## config.mk

```make
export PLATFORM = sky130hd
export DESIGN_NAME = udp_line_scheduler_flat
export DESIGN_NICKNAME = d
export VERILOG_FILES = /design/src/rtl/udp_line_scheduler_pkg.sv /design/src/rtl/udp_line_scheduler_if.sv /design/src/rtl/udp_line_scheduler_cycle_timer.sv /design/src/rtl/udp_line_scheduler.sv /design/src/flat_wrapper.sv
export SDC_FILE = /design/constraint.sdc
export NUM_CORES = 1
export LEC_CHECK = 0
export ABC_AREA = 0
export BUFFER_PORTS_ARGS = -buffer_cell sky130_fd_sc_hd__buf_4
export CELL_PAD_IN_SITES_DETAIL_PLACEMENT = 1
export CELL_PAD_IN_SITES_GLOBAL_PLACEMENT = 2
export CORE_MARGIN = 2
export CORE_UTILIZATION = 29
export CTS_CLUSTER_SIZE = 40
export DETAILED_ROUTE_END_ITERATION = 12
export GPL_ROUTABILITY_DRIVEN = 0
export PLACE_DENSITY_LB_ADDON = 0.3
export SYNTH_ARGS = -nofsm -noshare
export SYNTH_HDL_FRONTEND = slang
export SYNTH_SLANG_ARGS = --single-unit
```

## constraint.sdc

```tcl
create_clock -name Clk -period 2 [get_ports Clk]
set_input_delay 0.1 -clock Clk [delete_from_list [all_inputs] [get_ports Clk]]
set_output_delay 0.1 -clock Clk [all_outputs]
set_load 0.03 [all_outputs]
```

## src/rtl/udp_line_scheduler_pkg.sv

```systemverilog
// Shared types and sizing for the UDP line scheduler: FSM state encoding,
// default packet/FIFO geometry and statistics counter widths.
package eth_sched_pkg;

    typedef enum logic [1:0] {
        ST_IDLE      = 2'd0,
        ST_START     = 2'd1,
        ST_WAIT_DONE = 2'd2,
        ST_GAP       = 2'd3
    } sched_state_t;

    localparam int LINE_BYTES_DEFAULT = 2562;
    localparam int FIFO_DEPTH_DEFAULT = 8192;
    localparam int LINE_CNT_W         = 16;
    localparam int PKT_TOTAL_W        = 32;
    localparam int USEDW_W            = 13;
    localparam int TIMER_W            = 17;

endpackage

```

## src/rtl/udp_line_scheduler_if.sv

```systemverilog
// Control/status bundle between the scheduler, the FIFO formatter side and
// the UDP send engine. master = scheduler, slave = surrounding logic.
interface udp_line_scheduler_if;
    import eth_sched_pkg::*;

    logic                   enable;
    logic                   flush;
    logic [USEDW_W-1:0]     fifo_usedw;
    logic                   tx_done;
    logic                   clr_stat;
    logic                   tx_start;
    logic [15:0]            data_length;
    logic [LINE_CNT_W-1:0]  line_cnt;
    logic [PKT_TOTAL_W-1:0] pkt_total;
    logic                   timeout_err;
    logic                   overflow;
    logic                   busy;

    modport master (
        input  enable, flush, fifo_usedw, tx_done, clr_stat,
        output tx_start, data_length, line_cnt, pkt_total, timeout_err, overflow, busy
    );

    modport slave (
        output enable, flush, fifo_usedw, tx_done, clr_stat,
        input  tx_start, data_length, line_cnt, pkt_total, timeout_err, overflow, busy
    );

endinterface

```

## src/rtl/udp_line_scheduler_cycle_timer.sv

```systemverilog
// Loadable down-counter; tc is high while the count sits at zero.
module cycle_timer #(
    parameter int W = 17
) (
    input  logic         clk,
    input  logic         load,
    input  logic [W-1:0] load_val,
    input  logic         en,
    output logic         tc
);

    logic [W-1:0] count;

    // Holds at zero; callers reload before every use, so no reset is needed.
    always_ff @(posedge clk) begin
        if (load) begin
            count <= load_val;
        end else if (en && (count != '0)) begin
            count <= count - 1'b1;
        end
    end

    assign tc = (count == '0);

endmodule

```

## src/rtl/udp_line_scheduler.sv

```systemverilog
// Paces UDP line packets: starts one packet per buffered line, waits for
// completion or timeout, then enforces an inter-packet gap.
module udp_line_scheduler
    import eth_sched_pkg::*;
#(
    parameter int LINE_BYTES     = LINE_BYTES_DEFAULT,
    parameter int FIFO_DEPTH     = FIFO_DEPTH_DEFAULT,
    parameter int GAP_CYCLES     = 1000,
    parameter int TIMEOUT_CYCLES = 65535
) (
    input  logic                  Clk,
    input  logic                  Rst_n,
    udp_line_scheduler_if.master  bus
);

    localparam logic [USEDW_W-1:0] LINE_THR = USEDW_W'(LINE_BYTES);
    localparam logic [USEDW_W-1:0] FULL_THR = USEDW_W'(FIFO_DEPTH - 1);
    localparam int                 GAP_EFF  = (GAP_CYCLES < 1) ? 1 : GAP_CYCLES;
    localparam logic [TIMER_W-1:0] GAP_LOAD = TIMER_W'(GAP_EFF - 1);
    // The START cycle counts toward the budget, so WAIT_DONE lasts TIMEOUT_CYCLES-1 clocks.
    localparam logic [TIMER_W-1:0] TO_LOAD  = TIMER_W'((TIMEOUT_CYCLES < 2) ? 0 : TIMEOUT_CYCLES - 2);

    sched_state_t state;
    logic         gap_tc;
    logic         to_tc;
    logic         line_ready;
    logic         fifo_full;

    assign line_ready       = (bus.fifo_usedw >= LINE_THR);
    assign fifo_full        = (bus.fifo_usedw >= FULL_THR);
    assign bus.data_length  = 16'(LINE_BYTES);

    cycle_timer #(.W(TIMER_W)) u_gap_timer (
        .clk      (Clk),
        .load     (state == ST_WAIT_DONE),
        .load_val (GAP_LOAD),
        .en       (state == ST_GAP),
        .tc       (gap_tc)
    );

    cycle_timer #(.W(TIMER_W)) u_timeout_timer (
        .clk      (Clk),
        .load     (state == ST_START),
        .load_val (TO_LOAD),
        .en       (state == ST_WAIT_DONE),
        .tc       (to_tc)
    );

    always_ff @(posedge Clk) begin
        if (!Rst_n) begin
            state           <= ST_IDLE;
            bus.tx_start    <= 1'b0;
            bus.busy        <= 1'b0;
            bus.line_cnt    <= '0;
            bus.pkt_total   <= '0;
            bus.timeout_err <= 1'b0;
            bus.overflow    <= 1'b0;
        end else begin
            if (bus.clr_stat) begin
                bus.timeout_err <= 1'b0;
            end

            if (fifo_full) begin
                bus.overflow <= 1'b1;
            end else if (bus.clr_stat) begin
                bus.overflow <= 1'b0;
            end

            case (state)
                ST_IDLE: begin
                    if (!bus.flush && bus.enable && line_ready) begin
                        state        <= ST_START;
                        bus.tx_start <= 1'b1;
                        bus.busy     <= 1'b1;
                    end
                end
                ST_START: begin
                    bus.tx_start <= 1'b0;
                    if (bus.flush) begin
                        state    <= ST_IDLE;
                        bus.busy <= 1'b0;
                    end else begin
                        state    <= ST_WAIT_DONE;
                    end
                end
                // A completion on the timeout edge still counts as a good packet.
                ST_WAIT_DONE: begin
                    if (bus.tx_done) begin
                        state         <= ST_GAP;
                        bus.line_cnt  <= bus.line_cnt + 1'b1;
                        bus.pkt_total <= bus.pkt_total + 1'b1;
                    end else if (to_tc) begin
                        state           <= ST_GAP;
                        bus.timeout_err <= 1'b1;
                    end
                end
                ST_GAP: begin
                    if (bus.flush || gap_tc) begin
                        state    <= ST_IDLE;
                        bus.busy <= 1'b0;
                    end
                end
                default: begin
                    state        <= ST_IDLE;
                    bus.tx_start <= 1'b0;
                    bus.busy     <= 1'b0;
                end
            endcase

            // Frame restart overrides any completion counted this cycle.
            if (bus.flush) begin
                bus.line_cnt <= '0;
            end
        end
    end

endmodule

```

## src/flat_wrapper.sv

```systemverilog
// flat-port wrapper written by rule: the top's interface ports become plain ports
module udp_line_scheduler_flat import eth_sched_pkg::*;
#(
    parameter int LINE_BYTES     = LINE_BYTES_DEFAULT,
    parameter int FIFO_DEPTH     = FIFO_DEPTH_DEFAULT,
    parameter int GAP_CYCLES     = 1000,
    parameter int TIMEOUT_CYCLES = 65535
)
  (Clk, Rst_n, bus_enable, bus_flush, bus_fifo_usedw, bus_tx_done, bus_clr_stat, bus_tx_start, bus_data_length, bus_line_cnt, bus_pkt_total, bus_timeout_err, bus_overflow, bus_busy);
  udp_line_scheduler_if bus_i ();
  input  logic Clk;
  input  logic Rst_n;
  input wire logic [$bits(bus_i.enable)-1:0] bus_enable;
  input wire logic [$bits(bus_i.flush)-1:0] bus_flush;
  input wire logic [$bits(bus_i.fifo_usedw)-1:0] bus_fifo_usedw;
  input wire logic [$bits(bus_i.tx_done)-1:0] bus_tx_done;
  input wire logic [$bits(bus_i.clr_stat)-1:0] bus_clr_stat;
  output wire logic [$bits(bus_i.tx_start)-1:0] bus_tx_start;
  output wire logic [$bits(bus_i.data_length)-1:0] bus_data_length;
  output wire logic [$bits(bus_i.line_cnt)-1:0] bus_line_cnt;
  output wire logic [$bits(bus_i.pkt_total)-1:0] bus_pkt_total;
  output wire logic [$bits(bus_i.timeout_err)-1:0] bus_timeout_err;
  output wire logic [$bits(bus_i.overflow)-1:0] bus_overflow;
  output wire logic [$bits(bus_i.busy)-1:0] bus_busy;
  assign bus_i.enable = bus_enable;
  assign bus_i.flush = bus_flush;
  assign bus_i.fifo_usedw = bus_fifo_usedw;
  assign bus_i.tx_done = bus_tx_done;
  assign bus_i.clr_stat = bus_clr_stat;
  assign bus_tx_start = bus_i.tx_start;
  assign bus_data_length = bus_i.data_length;
  assign bus_line_cnt = bus_i.line_cnt;
  assign bus_pkt_total = bus_i.pkt_total;
  assign bus_timeout_err = bus_i.timeout_err;
  assign bus_overflow = bus_i.overflow;
  assign bus_busy = bus_i.busy;
  udp_line_scheduler #(.LINE_BYTES(LINE_BYTES), .FIFO_DEPTH(FIFO_DEPTH), .GAP_CYCLES(GAP_CYCLES), .TIMEOUT_CYCLES(TIMEOUT_CYCLES)) u_core (.Clk(Clk), .Rst_n(Rst_n), .bus(bus_i));
endmodule
```

==> flow_metrics.tcl, run 1 <==
set metrics [dict create \
    status "complete, no violations" \
    numCtsBuffers 9 \
    fin_skew_ps 9.65 \
    dr.first_iter.drc_count 218 \
    drive_gt1_frac 0.278 \
    setup_violations 0 \
    grt_usage 0.164 \
    end_kind "flip-flop" \
    slew_violations 0 \
    startpoint "u_core.u_gap_timer.count[0]$_SDFFE_PP1P_" \
    max_freq_mhz 506 \
    synthToLayoutAreaGrowth_pct 32.3 \
    start_kind "flip-flop" \
    hold_slack_ps 26.0 \
    final_core_util 0.391 \
    grt_pass1_wl_microns 22000 \
    synthArstFlopShare 0 \
    dpl.hpwl_microns 9670 \
    multiInputGateArea_sq_um 2570 \
    critPathMaxStageDelay_ps 550 \
    antenna_found_initial 0 \
    synthCells 532 \
    first_pass_iters 4 \
    reg2reg_slack_ps 20 \
    tritoncts "done" \
    powerDensity_nw_per_um2 673 \
    pre_cts_ws_ps -33.4 \
    crit_end "u_core.u_gap_timer.count[7]$_SDFFE_PP1P_" \
    timing.final.hold_violations 0 \
    max_slew_margin 0.562 \
    num_rows 45 \
    grt_pass1_vias 4558 \
    worst_pin_slew_ps 658 \
    crit_slowest_cell "or4_4" \
    totalWireLength_microns 13200 \
    register_area_sq_um 1790 \
    clockBufferDepth 2 \
    viasPerCell 5.26 \
    synth-edff-count 0 \
    wire_per_inst_microns 15.7 \
    pin_count 87 \
    rr_startpoint "u_core.u_gap_timer.count[0]$_SDFFE_PP1P_" \
    critical_path_class "reg2reg" \
    fill_cells 1790 \
    crit_arrival_ps 2210 \
    grt.overflow.total 0 \
    diodes 0 \
    mostFrequentLayoutCell "buf_4" \
    reg2regPathDepth 6 \
    leakage_nw 2.32 \
    ys_warn_count 0 \
    ys_seq_elements 88 \
    synth-main-ff-cell "dfxtp_1" \
    h-tree-depth 3 \
    cts.sinks 88 \
    clkLatencyLatePin_ps 340 \
    yosysSeqAreaShare 0.392 \
    post-route-min-period_ps 1980 \
    worst_slack_ps 24.4 \
    via_count 4430 \
    portBuffers 70 \
    rr_endpoint "u_core.u_gap_timer.count[7]$_SDFFE_PP1P_" \
    ir_drop_mv 0.321 \
    initial_core_util 0.296 \
    cts_hold_buf 0 \
    die_y_microns 129 \
    crit_chain "inv_2 > ha_4 > or4b_4 > or4_4 > a31oi_1 > o21ai_1" \
    required_ps 2230 \
    core_sq_um 15200 \
    fin_crit_sh 0.988 \
    grt_max_degree 35 \
    yosysUniqueCellTypes 53 \
    clk_pin_slew_ps 60 \
    route.detailed.drc 0 \
    dieArea_sq_um 16500 \
    root_buffer "clkbuf_16" \
    syn_avg_cell_area_sq_um 8.45 \
    nets 674 \
    die_x_microns 129 \
    critPathMaxFanout 6 \
    syn_area_sq_um 4500 \
    mostFrequentLayoutCells "131 x buf_4, 73 x dfxtp_1, 48 x nor2_1" \
    cap_violations 0 \
    ant_nets 0 \
    min_path_type "in2reg" \
]
[repair_timing]
item                                    4_1_cts  5_1_grt
pin swaps                                     1        4
buffers inserted                              0        3
endpoints found under the setup margin        4       17
gates resized for setup                       1       18
[sequential cells by signal, summed over array words and instances, names as in the netlist, named ones only]
register                      flops
u_core.bus.busy                   1
u_core.bus.line_cnt              16
u_core.u_gap_timer.count         17
u_core.bus.timeout_err            1
u_core.bus.overflow               1
u_core.u_timeout_timer.count     17
u_core.bus.tx_start               1
u_core.bus.pkt_total             32
u_core.state                      1
[final cells by class]
cell class              instances  area share
clock buffers                  12      0.0398
inverters                      13     0.00820
clock inverters                 4     0.00905
flip-flops and latches         88       0.301
repair buffers                133       0.171
multi-input cells             404       0.432
well taps                     188      0.0395
[where the power goes]
part | switching [mW] | internal (mW)
logic | 0.265 | 0.182
registers | 0.0598 | 1.81
clock network | 0.707 | 0.974
[synthesized netlist by cell type, drive strengths merged (2+ instances only)]
library cell	instances	area share
a31oi	8	0.011
mux2i	17	0.038
nand4b	5	0.0097
dfxtp	88	0.39
a311oi	2	0.0039
o31ai	18	0.030
ha	6	0.017
nor2	48	0.040
buf	22	0.036
clkbuf	19	0.016
and4	7	0.014
nand2	35	0.029
or4	24	0.043
o21ai	20	0.022
or4b	2	0.0045
a211oi	2	0.0033
and2	3	0.0042
nor4	14	0.023
nand2b	8	0.011
a21oi	36	0.040
nor3	13	0.014
nor4b	3	0.0058
nand3	26	0.029
xnor2	8	0.016
conb	2	0.0017
nand4	22	0.031
o31a	2	0.0039
or2	2	0.0028
or3	20	0.028
inv	12	0.010
and3	6	0.0084
nor2b	5	0.0070
xor2	10	0.019
a41o	4	0.0089
[how the worst min path moves through the flow]
stage / from / to / slack, ps / cells past startpoint
after global placement: Rst_n / u_core.bus.tx_start$_SDFFE_PN0P_ / 380 / 2
final: Rst_n / u_core.bus.tx_start$_SDFFE_PN0P_ / 30 / 2
after floorplan: Rst_n / u_core.bus.tx_start$_SDFFE_PN0P_ / 230 / 1
after detailed placement: Rst_n / u_core.bus.tx_start$_SDFFE_PN0P_ / 390 / 2
after global routing: Rst_n / u_core.bus.tx_start$_SDFFE_PN0P_ / 30 / 2
after CTS: Rst_n / u_core.bus.timeout_err$_SDFF_PN0_ / 20 / 3
[metrics by stage]
| stage | cell area (sq um) | cells | TNS (ps) | total power, mW |
|---|---|---|---|---|
| after global placement | 5580 | 823 | 0 | 2.31 |
| after global routing | 5950 | 842 | -84.8 | 4.21 |
| final | 5950 | 842 | 0 | 4.00 |
| after CTS | 5870 | 839 | 0 | 4.03 |
| after floorplan | 4590 | 546 | 0 | 2.19 |
| after detailed placement | 5580 | 823 | -56.0 | 2.33 |
[kinds of logic (layout without fill, tap and decap cells)]
kind of cell	after synthesis	count (layout)	share of synthesized area
AOI/OAI and AO/OA	100	100	0.139
muxes	17	17	0.0379
and+or+nand+nor	247	247	0.315
xor gates and xnor gates	18	18	0.0351
adders and majority gates	6	6	0.0167
buffers and inverters	54	162	0.0626
DFF	88	88	0.392
other	2	16	0.00167
[critical path: cells and delay by family, from the launching register on]
| family | cells | cell delay, ps |
|---|---|---|
| AOI/OAI and AO/OA | 2 | 290 |
| adders and majority gates | 1 | 130 |
| buffers and inverters | 1 | 80 |
| DFF | 1 | 320 |
| and+or+nand+nor | 2 | 1040 |
[metal layers]
metal,vias to the layer above,share of wire,track usage
met5,-,0,0
met4,0,0.022,0.0627
met3,20,0.026,0.0308
met2,52,0.50,0.287
met1,2169,0.46,0.199
li1,2189,-,-
Power figures use the tool's default switching activity.
==> run 2: changes to the inputs <==
--- a/config.mk
+++ b/config.mk
@@ -6,15 +6,17 @@
 export NUM_CORES = 1
 export LEC_CHECK = 0
 export ABC_AREA = 0
-export BUFFER_PORTS_ARGS = -buffer_cell sky130_fd_sc_hd__buf_4
+export ABC_CLOCK_PERIOD_IN_PS = 2000
 export CELL_PAD_IN_SITES_DETAIL_PLACEMENT = 1
 export CELL_PAD_IN_SITES_GLOBAL_PLACEMENT = 2
 export CORE_MARGIN = 2
-export CORE_UTILIZATION = 29
+export CORE_UTILIZATION = 34
 export CTS_CLUSTER_SIZE = 40
 export DETAILED_ROUTE_END_ITERATION = 12
+export DONT_BUFFER_PORTS = 1
 export GPL_ROUTABILITY_DRIVEN = 0
 export PLACE_DENSITY_LB_ADDON = 0.3
+export RECOVER_POWER = 50
 export SYNTH_ARGS = -nofsm -noshare
 export SYNTH_HDL_FRONTEND = slang
 export SYNTH_SLANG_ARGS = --single-unit
==> run 2 against run 1 <==
Compared with the run above: count of clock-buffer cells in the layout decreased by 1; sequential power barely moved; critical path depth shrank 2; clock power is 20% higher; cell count is 7.6% lower; critical path type unchanged; critical endpoint is now u_core.bus.pkt_total[30]$_SDFFE_PN0P_; largest cell class unchanged.
==> flow_metrics.tcl, run 2 (synthesized netlist as in run 1, its figures left out) <==
set metrics [dict create \
    status "complete, no violations" \
    first_pass_iters 4 \
    cts.sinks 88 \
    totalWireLength_microns 13100 \
    regMostFlops "u_core.bus.pkt_total" \
    drive_gt1_frac 0.151 \
    start_kind "flip-flop" \
    cap_violations 0 \
    hold_depth 2 \
    initial_core_util 0.344 \
    reg2reg_slack_ps 40 \
    dr.first_iter.drc_count 202 \
    grt_pass1_wl_microns 21300 \
    synthToLayoutAreaGrowth_pct 22.2 \
    clkLatencyLatePin_ps 350 \
    mostFrequentLayoutCell "dfxtp_1" \
    fin_cells 778 \
    ir_drop_mv 0.476 \
    worst_pin_slew_ps 1100 \
    viasPerCell 5.50 \
    max_freq_mhz 511 \
    rsz0062_at_grt "yes" \
    crit_arrival_ps 2210 \
    powerDensity_nw_per_um2 777 \
    setup_violations 0 \
    fin_crit_sh 0.979 \
    portBuffers 0 \
    clk_pin_slew_ps 70 \
    nets 622 \
    reg2regPathDepth 4 \
    die_x_microns 119 \
    dpl.hpwl_microns 9190 \
    reg_top3 "u_core.bus.pkt_total: 32 flops, u_core.u_gap_timer.count: 17 flops, u_core.u_timeout_timer.count: 17 flops" \
    largest_reg_flops 32 \
    tritoncts "done" \
    placed_cells 751 \
    ant_nets 0 \
    mostFrequentLayoutCells "75 x dfxtp_1, 48 x nor2_1, 38 x clkbuf_1" \
    leakage_nw 1.94 \
    rr_startpoint "u_core.state[0]$_SDFFE_PN0P_" \
    total_power_mw 4.27 \
    antenna_found_initial 0 \
    core_sq_um 13100 \
    clockBufferDepth 2 \
    slew_violations 0 \
    timing.final.hold_violations 0 \
    num_rows 42 \
    required_ps 2250 \
    dieArea_sq_um 14200 \
    h-tree-depth 3 \
    critical_path_class "reg2reg" \
    numCtsBuffers 9 \
    root_buffer "clkbuf_16" \
    grt_usage 0.184 \
    via_count 4279 \
    diodes 0 \
    hp-start "Rst_n" \
    end_kind "flip-flop" \
    die_y_microns 119 \
    min_path_type "in2reg" \
    wire_per_inst_microns 16.8 \
    critPathMaxFanout 20 \
    fin_skew_ps 8.72 \
    max_slew_margin 0.261 \
    rr_endpoint "u_core.bus.pkt_total[30]$_SDFFE_PN0P_" \
    grt_pass1_vias 4405 \
    route.detailed.drc 0 \
    post-route-min-period_ps 1960 \
    hold_path_end "u_core.bus.busy$_SDFFE_PN0P_" \
    grt_max_degree 36 \
    pin_count 87 \
    grt.overflow.total 0 \
]
## run 2: what timing repair did
| action | in CTS | in global routing |
|---|---|---|
| cloned | 0 | 2 |
| gates resized for setup | 4 | 14 |
| hold buffers | 4 | 0 |
| buffers inserted | 0 | 6 |
| pin swaps | 2 | 4 |
| endpoints found under the setup margin | 8 | 20 |
| hold endpoints to repair | 5 | 0 |
## run 2: worst max path at each step
stage | start | slack, ps | endpoint | cells after the start
2_1_floorplan | u_core.bus.pkt_total[0]$_SDFFE_PN0P_ | 6 | u_core.bus.pkt_total[30]$_SDFFE_PN0P_ | 6
3_3_place_gp | u_core.u_gap_timer.count[0]$_SDFFE_PP1P_ | 40 | u_core.u_gap_timer.count[5]$_SDFFE_PP1P_ | 6
3_5_place_dp | u_core.bus.pkt_total[0]$_SDFFE_PN0P_ | -10 | u_core.bus.pkt_total[22]$_SDFFE_PN0P_ | 5
4_1_cts | u_core.bus.pkt_total[11]$_SDFFE_PN0P_ | 8 | u_core.bus.pkt_total[31]$_SDFFE_PN0P_ | 5
5_1_grt | u_core.state[0]$_SDFFE_PN0P_ | -50 | u_core.bus.pkt_total[30]$_SDFFE_PN0P_ | 4
6_report | u_core.state[0]$_SDFFE_PN0P_ | 40 | u_core.bus.pkt_total[30]$_SDFFE_PN0P_ | 4
## run 2: power breakdown
part	internal (mW)	switching (mW)	total (mW)
registers	1.81	0.0648	1.88
logic	0.140	0.234	0.375
clock network	1.29	0.730	2.02
## run 2: cell type report
| type | count | area [sq um] |
|---|---|---|
| tap | 176 | 220 |
| clock buffer | 11 | 253 |
| multi-input combinational | 405 | 2590 |
| inverter | 13 | 48.8 |
| sequential | 88 | 1780 |
| fill | 1569 | 7590 |
| clock inverter | 5 | 103 |
| timing repair buffer | 80 | 498 |
## run 2: through the flow
step                      hold WS, ps  TNS (ps)  worst slack, ps   util  area (sq um)
after floorplan                   233         0             5.54      -          4590
after global placement            239         0             40.1  0.391          5110
after detailed placement          250     -23.8            -13.9  0.391          5110
after CTS                        9.04         0             7.65  0.422          5520
after global routing             16.3      -235            -49.8  0.420          5490
final                            17.4         0             41.5  0.420          5490
## run 2: worst max-delay path, cell delays in order, from the launching register on
cell	delay (ps)
dfxtp_1	320
nand3b_4	180
or4_4	680
or4_1	510
a21oi_1	170
## run 2: per-layer routing
layer | vias up | track usage | part of all wire
li1 | 2089 | - | -
met1 | 2114 | 0.223 | 0.46
met2 | 63 | 0.320 | 0.48
met3 | 13 | 0.0402 | 0.042
met4 | 0 | 0.0625 | 0.014
met5 | - | 0 | 0
